[config.mk]
export PLATFORM = sky130hd
export DESIGN_NAME = axi_conv_result_streamer
export DESIGN_NICKNAME = d
export VERILOG_FILES = /design/src/rtl/axi_conv_result_streamer.sv
export SDC_FILE = /design/constraint.sdc
export NUM_CORES = 1
export LEC_CHECK = 0
export BUFFER_PORTS_ARGS = -buffer_cell sky130_fd_sc_hd__buf_2
export CAP_MARGIN = 20
export CELL_PAD_IN_SITES_DETAIL_PLACEMENT = 1
export CELL_PAD_IN_SITES_GLOBAL_PLACEMENT = 1
export CORE_UTILIZATION = 25
export DETAILED_ROUTE_END_ITERATION = 10
export PLACE_DENSITY = 0.5
export SLEW_MARGIN = 10
export SYNTH_ARGS = -nofsm -noshare
export SYNTH_HDL_FRONTEND = slang
export SYNTH_SLANG_ARGS = --single-unit
[constraint.sdc]
create_clock -name axi_clk -period 4.5 [get_ports axi_clk]
set_clock_uncertainty 0.1 [all_clocks]
set_input_delay 0.9 -clock axi_clk [delete_from_list [all_inputs] [get_ports axi_clk]]
set_output_delay 0.9 -clock axi_clk [all_outputs]
set_load 0.02 [all_outputs]
[src/rtl/axi_conv_result_streamer.sv]
// Narrows conv-engine sums and streams one frame per frame_start over AXI-Stream. A result accepted on an empty pipeline is valid on the next cycle.
// Backpressure: res_ready drops when FIFO+skid hold FIFO_DEPTH beats. An offer that is not accepted is lost and sets drop_err.
module axi_conv_result_streamer #(
  parameter int DATA_WIDTH = 32,
  parameter int SUM_WIDTH  = 64,
  parameter bit SATURATE   = 1'b1,
  parameter int FIFO_DEPTH = 8,
  parameter int LEN_WIDTH  = 16
) (
  input  logic                  axi_clk,
  input  logic                  axi_reset_n,
  input  logic                  frame_start,
  input  logic [LEN_WIDTH-1:0]  frame_len,
  input  logic                  res_valid,
  input  logic [SUM_WIDTH-1:0]  res_data,
  output logic                  res_ready,
  output logic                  m_axis_valid,
  output logic [DATA_WIDTH-1:0] m_axis_data,
  output logic                  m_axis_last,
  input  logic                  m_axis_ready,
  output logic                  busy,
  output logic                  drop_err
);

  localparam int PW = $clog2(FIFO_DEPTH);
  localparam int CW = PW + 1;

  typedef enum logic [1:0] {IDLE, STREAM, DRAIN} state_t;

  state_t                state_q;
  logic [LEN_WIDTH-1:0]  len_q;
  logic [LEN_WIDTH-1:0]  acc_cnt_q;
  logic                  drop_q;

  logic [DATA_WIDTH-1:0] nar_dat;

  generate
    if (SUM_WIDTH <= DATA_WIDTH) begin : g_sext
      assign nar_dat = DATA_WIDTH'($signed(res_data));
    end else if (SATURATE) begin : g_sat
      // The value fits iff every bit from the DW-1 position upward equals the sign.
      logic [SUM_WIDTH-DATA_WIDTH:0] upper;
      logic                          fits;
      assign upper   = res_data[SUM_WIDTH-1:DATA_WIDTH-1];
      assign fits    = (&upper) | ~(|upper);
      assign nar_dat = fits ? res_data[DATA_WIDTH-1:0] :
                       res_data[SUM_WIDTH-1] ? {1'b1, {(DATA_WIDTH-1){1'b0}}} :
                                               {1'b0, {(DATA_WIDTH-1){1'b1}}};
    end else begin : g_trunc
      assign nar_dat = res_data[DATA_WIDTH-1:0];
    end
  endgenerate

  logic [DATA_WIDTH:0]   mem_q [FIFO_DEPTH];
  logic [PW-1:0]         wr_ptr_q, rd_ptr_q;
  logic [CW-1:0]         mem_cnt_q, mem_cnt_d;
  logic                  out_vld_q, out_last_q;
  logic [DATA_WIDTH-1:0] out_dat_q;

  logic [CW-1:0] fifo_count;
  logic          push, push_last, out_ld, mem_empty, pop_mem, bypass, wr_mem, hs_last, start_ok;

  assign fifo_count = mem_cnt_q + CW'(out_vld_q);
  assign res_ready  = (state_q == STREAM) && (fifo_count < CW'(FIFO_DEPTH));
  assign push       = res_valid && res_ready;
  assign push_last  = (acc_cnt_q == len_q - LEN_WIDTH'(1));
  assign out_ld     = !out_vld_q || m_axis_ready;
  assign mem_empty  = (mem_cnt_q == '0);
  assign pop_mem    = out_ld && !mem_empty;
  // With nothing queued ahead, a fresh result goes straight to the skid register.
  assign bypass     = out_ld && mem_empty && push;
  assign wr_mem     = push && !bypass;
  assign hs_last    = out_vld_q && m_axis_ready && out_last_q;
  assign start_ok   = (state_q == IDLE) && frame_start && (frame_len != '0);

  always_comb begin
    mem_cnt_d = mem_cnt_q;
    if (wr_mem && !pop_mem)      mem_cnt_d = mem_cnt_q + CW'(1);
    else if (!wr_mem && pop_mem) mem_cnt_d = mem_cnt_q - CW'(1);
  end

  always_ff @(posedge axi_clk) begin
    if (wr_mem) mem_q[wr_ptr_q] <= {push_last, nar_dat};
  end

  always_ff @(posedge axi_clk or negedge axi_reset_n) begin
    if (!axi_reset_n) begin
      wr_ptr_q   <= '0;
      rd_ptr_q   <= '0;
      mem_cnt_q  <= '0;
      out_vld_q  <= 1'b0;
      out_last_q <= 1'b0;
      out_dat_q  <= '0;
    end else begin
      mem_cnt_q <= mem_cnt_d;
      if (wr_mem)  wr_ptr_q <= wr_ptr_q + PW'(1);
      if (pop_mem) rd_ptr_q <= rd_ptr_q + PW'(1);
      if (out_ld) begin
        if (pop_mem) begin
          out_vld_q                <= 1'b1;
          {out_last_q, out_dat_q}  <= mem_q[rd_ptr_q];
        end else if (bypass) begin
          out_vld_q  <= 1'b1;
          out_last_q <= push_last;
          out_dat_q  <= nar_dat;
        end else begin
          out_vld_q  <= 1'b0;
        end
      end
    end
  end

  always_ff @(posedge axi_clk or negedge axi_reset_n) begin
    if (!axi_reset_n) begin
      state_q   <= IDLE;
      len_q     <= '0;
      acc_cnt_q <= '0;
      drop_q    <= 1'b0;
    end else begin
      if (res_valid && !res_ready) drop_q <= 1'b1;
      else if (start_ok)           drop_q <= 1'b0;
      case (state_q)
        IDLE: if (start_ok) begin
          state_q   <= STREAM;
          len_q     <= frame_len;
          acc_cnt_q <= '0;
        end
        STREAM: if (push) begin
          acc_cnt_q <= acc_cnt_q + LEN_WIDTH'(1);
          if (push_last) state_q <= DRAIN;
        end
        DRAIN: if (hs_last) state_q <= IDLE;
        default: state_q <= IDLE;
      endcase
    end
  end

  assign m_axis_valid = out_vld_q;
  assign m_axis_data  = out_dat_q;
  assign m_axis_last  = out_last_q;
  assign busy         = (state_q != IDLE);
  assign drop_err     = drop_q;

endmodule
==> results.yml <==
place:
  dp_slack_ns: 1.043
  gp_congestion: 0.7231
  port_buffers: 121
  post_dp_cell_area_um2: 16090
  dp_hpwl_um: 22410
  dp_cells: 1731
yosys:
  seq_area_frac_synth: 0.6896
  yosys_most_used_dff: "edfxtp_1"
  synth-simple-area-share: 0.08084
  synthAdderAreaFrac: 0.006621
  synth_cells: 874
  yosysTopAreaCell: "edfxtp_1"
  synth_edf_count: 264
  synthXorXnorAreaFrac: 0.02439
  synth.top_cell.area_share: 0.5520
  synth_nets: 966
  yosysMostFrequentCell: "edfxtp_1"
  synth-compound-area-share: 0.05270
  netlist_area_um2: 14360
  synth_area_leaders: "edfxtp_1, dfrtp_1, mux4_2, mux2i_1, a221o_1"
  async_reset_ff_frac: 0.2303
  avgSynthCellArea_um2: 16.43
  ys_warn_count: 0
  synth-seq-cells: 343
  yosysUniqueCellTypes: 54
  synthTopCellsByCount: "edfxtp_1, dfrtp_1, nand2_1, nor2_1, mux4_2"
  synth_top_family_by_area: "multiplexers"
  synthMuxAreaShare: 0.1317
timing:
  finalCritPeriodShare: 0.6922
  fmax_mhz: 321.0
  setup_viol: 0
  relSlewSlack: 0.2999
  setup_tns_ns: 0
  drv_slew: 0
  fin_ws_ns: 1.385
  post-route-min-period_ns: 3.115
  whs_ns: 0.2391
  hold_viol_final: 0
  rsz0062_at_grt: "false"
  max_slew.worst_pin.slew_ns: 1.045
drt:
  drcViolationCount: 0
  vias_per_cell: 4.594
  drtIter0Drc: 322
  vias: 8287
  wire_per_inst_um: 20.85
  routed_wl_um: 37610
  antenna_left: 0
  drt-pass1-iter-count: 6
finish:
  syn2layout_area_growth_pct: 21.17
  fin_util: 0.3074
  drive_above_1_share: 0.2815
  fin_nets: 1109
  diodes: 0
  design_area_um2: 17400
  final_cells: 1804
floorplanning:
  dieArea_um2: 58410
  core.rowCount: 87
  coreArea_um2: 56600
  die_h_um: 241.7
  die_w_um: 241.7
  io-pin-count: 122
  start_util: 0.2537
clock_network:
  cts_setup_buffers: 0
  cts_tree: "built"
  cts_buffer_depth: 3
  htreeDepth: 2
  path_clk_slew_ns: 0.06
  cts-resized-gates: 0
  cts_inserted_buffers: 40
  cts_sinks: 343
  clk_latency_ns: 0.56
  cts_hold_buffers: 0
  cts_root_buffer: "clkbuf_16"
worst_setup_path:
  crit_chain: "inv_1, ha_1, or4b_1, nor4_4, xor2_1, o221ai_1, a32oi_1, nor3_1, buf_4"
  reg2regPathDepth: 9
  critical-path-max-stage-delay_ns: 0.58
  crit_arrival_ns: 3.30
  r2r_end: "mem_q[1][32]"
  critPathKind: "reg -> reg"
  cp-start-kind: "flop"
  cpMaxStageDelayCell: "or4b_1"
  required_ns: 4.69
  cp_max_fo: 8
  crit_path_end_kind: "flop"
  r2r_slack_ns: 1.38
  crit-reg2reg-launch: "len_q[0]"
grt:
  antenna_found_initial: 0
  grt_pass1_wl_um: 58050
  grt_pass1_vias: 9196
  track_usage: 0.1301
  grt_overflow: 0
  grt_max_degree: 55
outcome:
  status: "completed"
power:
  p_leak_nw: 6.232
  powerDensity_nw_per_um2: 629.8
  ir_drop_v: 0.0003049
  total_power_mw: 10.96
flow_run:
  cap_viol_max_count: 0
hold_path:
  hold_class: "in -> async"
area by class of cell:
cell class | count | area [um2]
fillers | 5963 | 39200
flip-flops and latches | 343 | 9913
multi-input cells | 481 | 4359
clock buffers | 56 | 1081
well taps | 756 | 945.9
repair buffers | 145 | 850.8
clock inverters | 17 | 230.2
inverters | 6 | 22.52
power breakdown:
group          internal, mW  leakage (nW)  total [mW]  switching, mW
clock                  1.93         0.638        3.26           1.33
combinational          1.44          2.25        3.07           1.63
sequential             3.98          3.34        4.63          0.649
how the worst max path moves through the flow:
stage / slack, ns / endpoint / startpoint / cells past startpoint
after floorplan: 0.65 / mem_q[4][0] / res_valid / 4
after global placement: 1.09 / mem_q[7][7] / res_valid / 8
after detailed placement: 1.04 / mem_q[7][7] / res_valid / 8
after CTS: 1.32 / mem_q[1][32] / len_q[0] / 9
after global routing: 1.13 / mem_q[1][32] / len_q[0] / 9
final: 1.38 / mem_q[1][32] / len_q[0] / 9
state kept, by name, indices dropped and copies added, names as in the netlist:
signal        count
rd_ptr_q          3
mem_q           264
m_axis_data      32
m_axis_valid      1
wr_ptr_q          3
drop_err          1
m_axis_last       1
acc_cnt_q        16
state_q           2
len_q            16
mem_cnt_q         4
routing by layer:
| layer | part of all wire | vias up | wire length [um] | track usage |
|---|---|---|---|---|
| li1 | - | 3748 | - | - |
| met1 | 0.46 | 4349 | 17410 | 0.1718 |
| met2 | 0.48 | 150 | 18190 | 0.2181 |
| met3 | 0.038 | 40 | 1418 | 0.02486 |
| met4 | 0.016 | 0 | 596 | 0.03407 |
| met5 | 0 | - | 0 | 0 |
kinds of logic (layout without fill, tap and decap cells):
family / after synthesis / in the layout
compound gates: 92 / 92
xor+xnor: 40 / 40
fa+ha+maj: 7 / 7
buf+inv: 50 / 224
flops: 343 / 343
mux: 106 / 106
simple gates: 236 / 236
cell usage in the layout (no fill, tap or decap), types with 10 or more instances in the layout:
cell       instances
mux2i_1           36
o21ai_0           10
dfrtp_1           76
edfxtp_1         264
a21o_1            32
clkbuf_16         40
a221o_1           31
buf_4             20
xor2_1            16
buf_2            120
clkbuf_1          14
xnor2_1           24
nor2_1            64
nand2_1           73
mux4_2            66
nand4_1           15
nor4_1            20
worst max-delay path: cells and delay by family, from the launching register on:
family,cells,cell delay [ns]
adder cells (fa/ha/maj),1,0.26
flip-flops,1,0.44
AND/OR/NAND/NOR,3,0.98
XOR/XNOR,1,0.18
buffers and inverters,2,0.30
AO/OA/AOI/OAI,2,0.59
No activity file was read; power rests on OpenSTA's default activity.
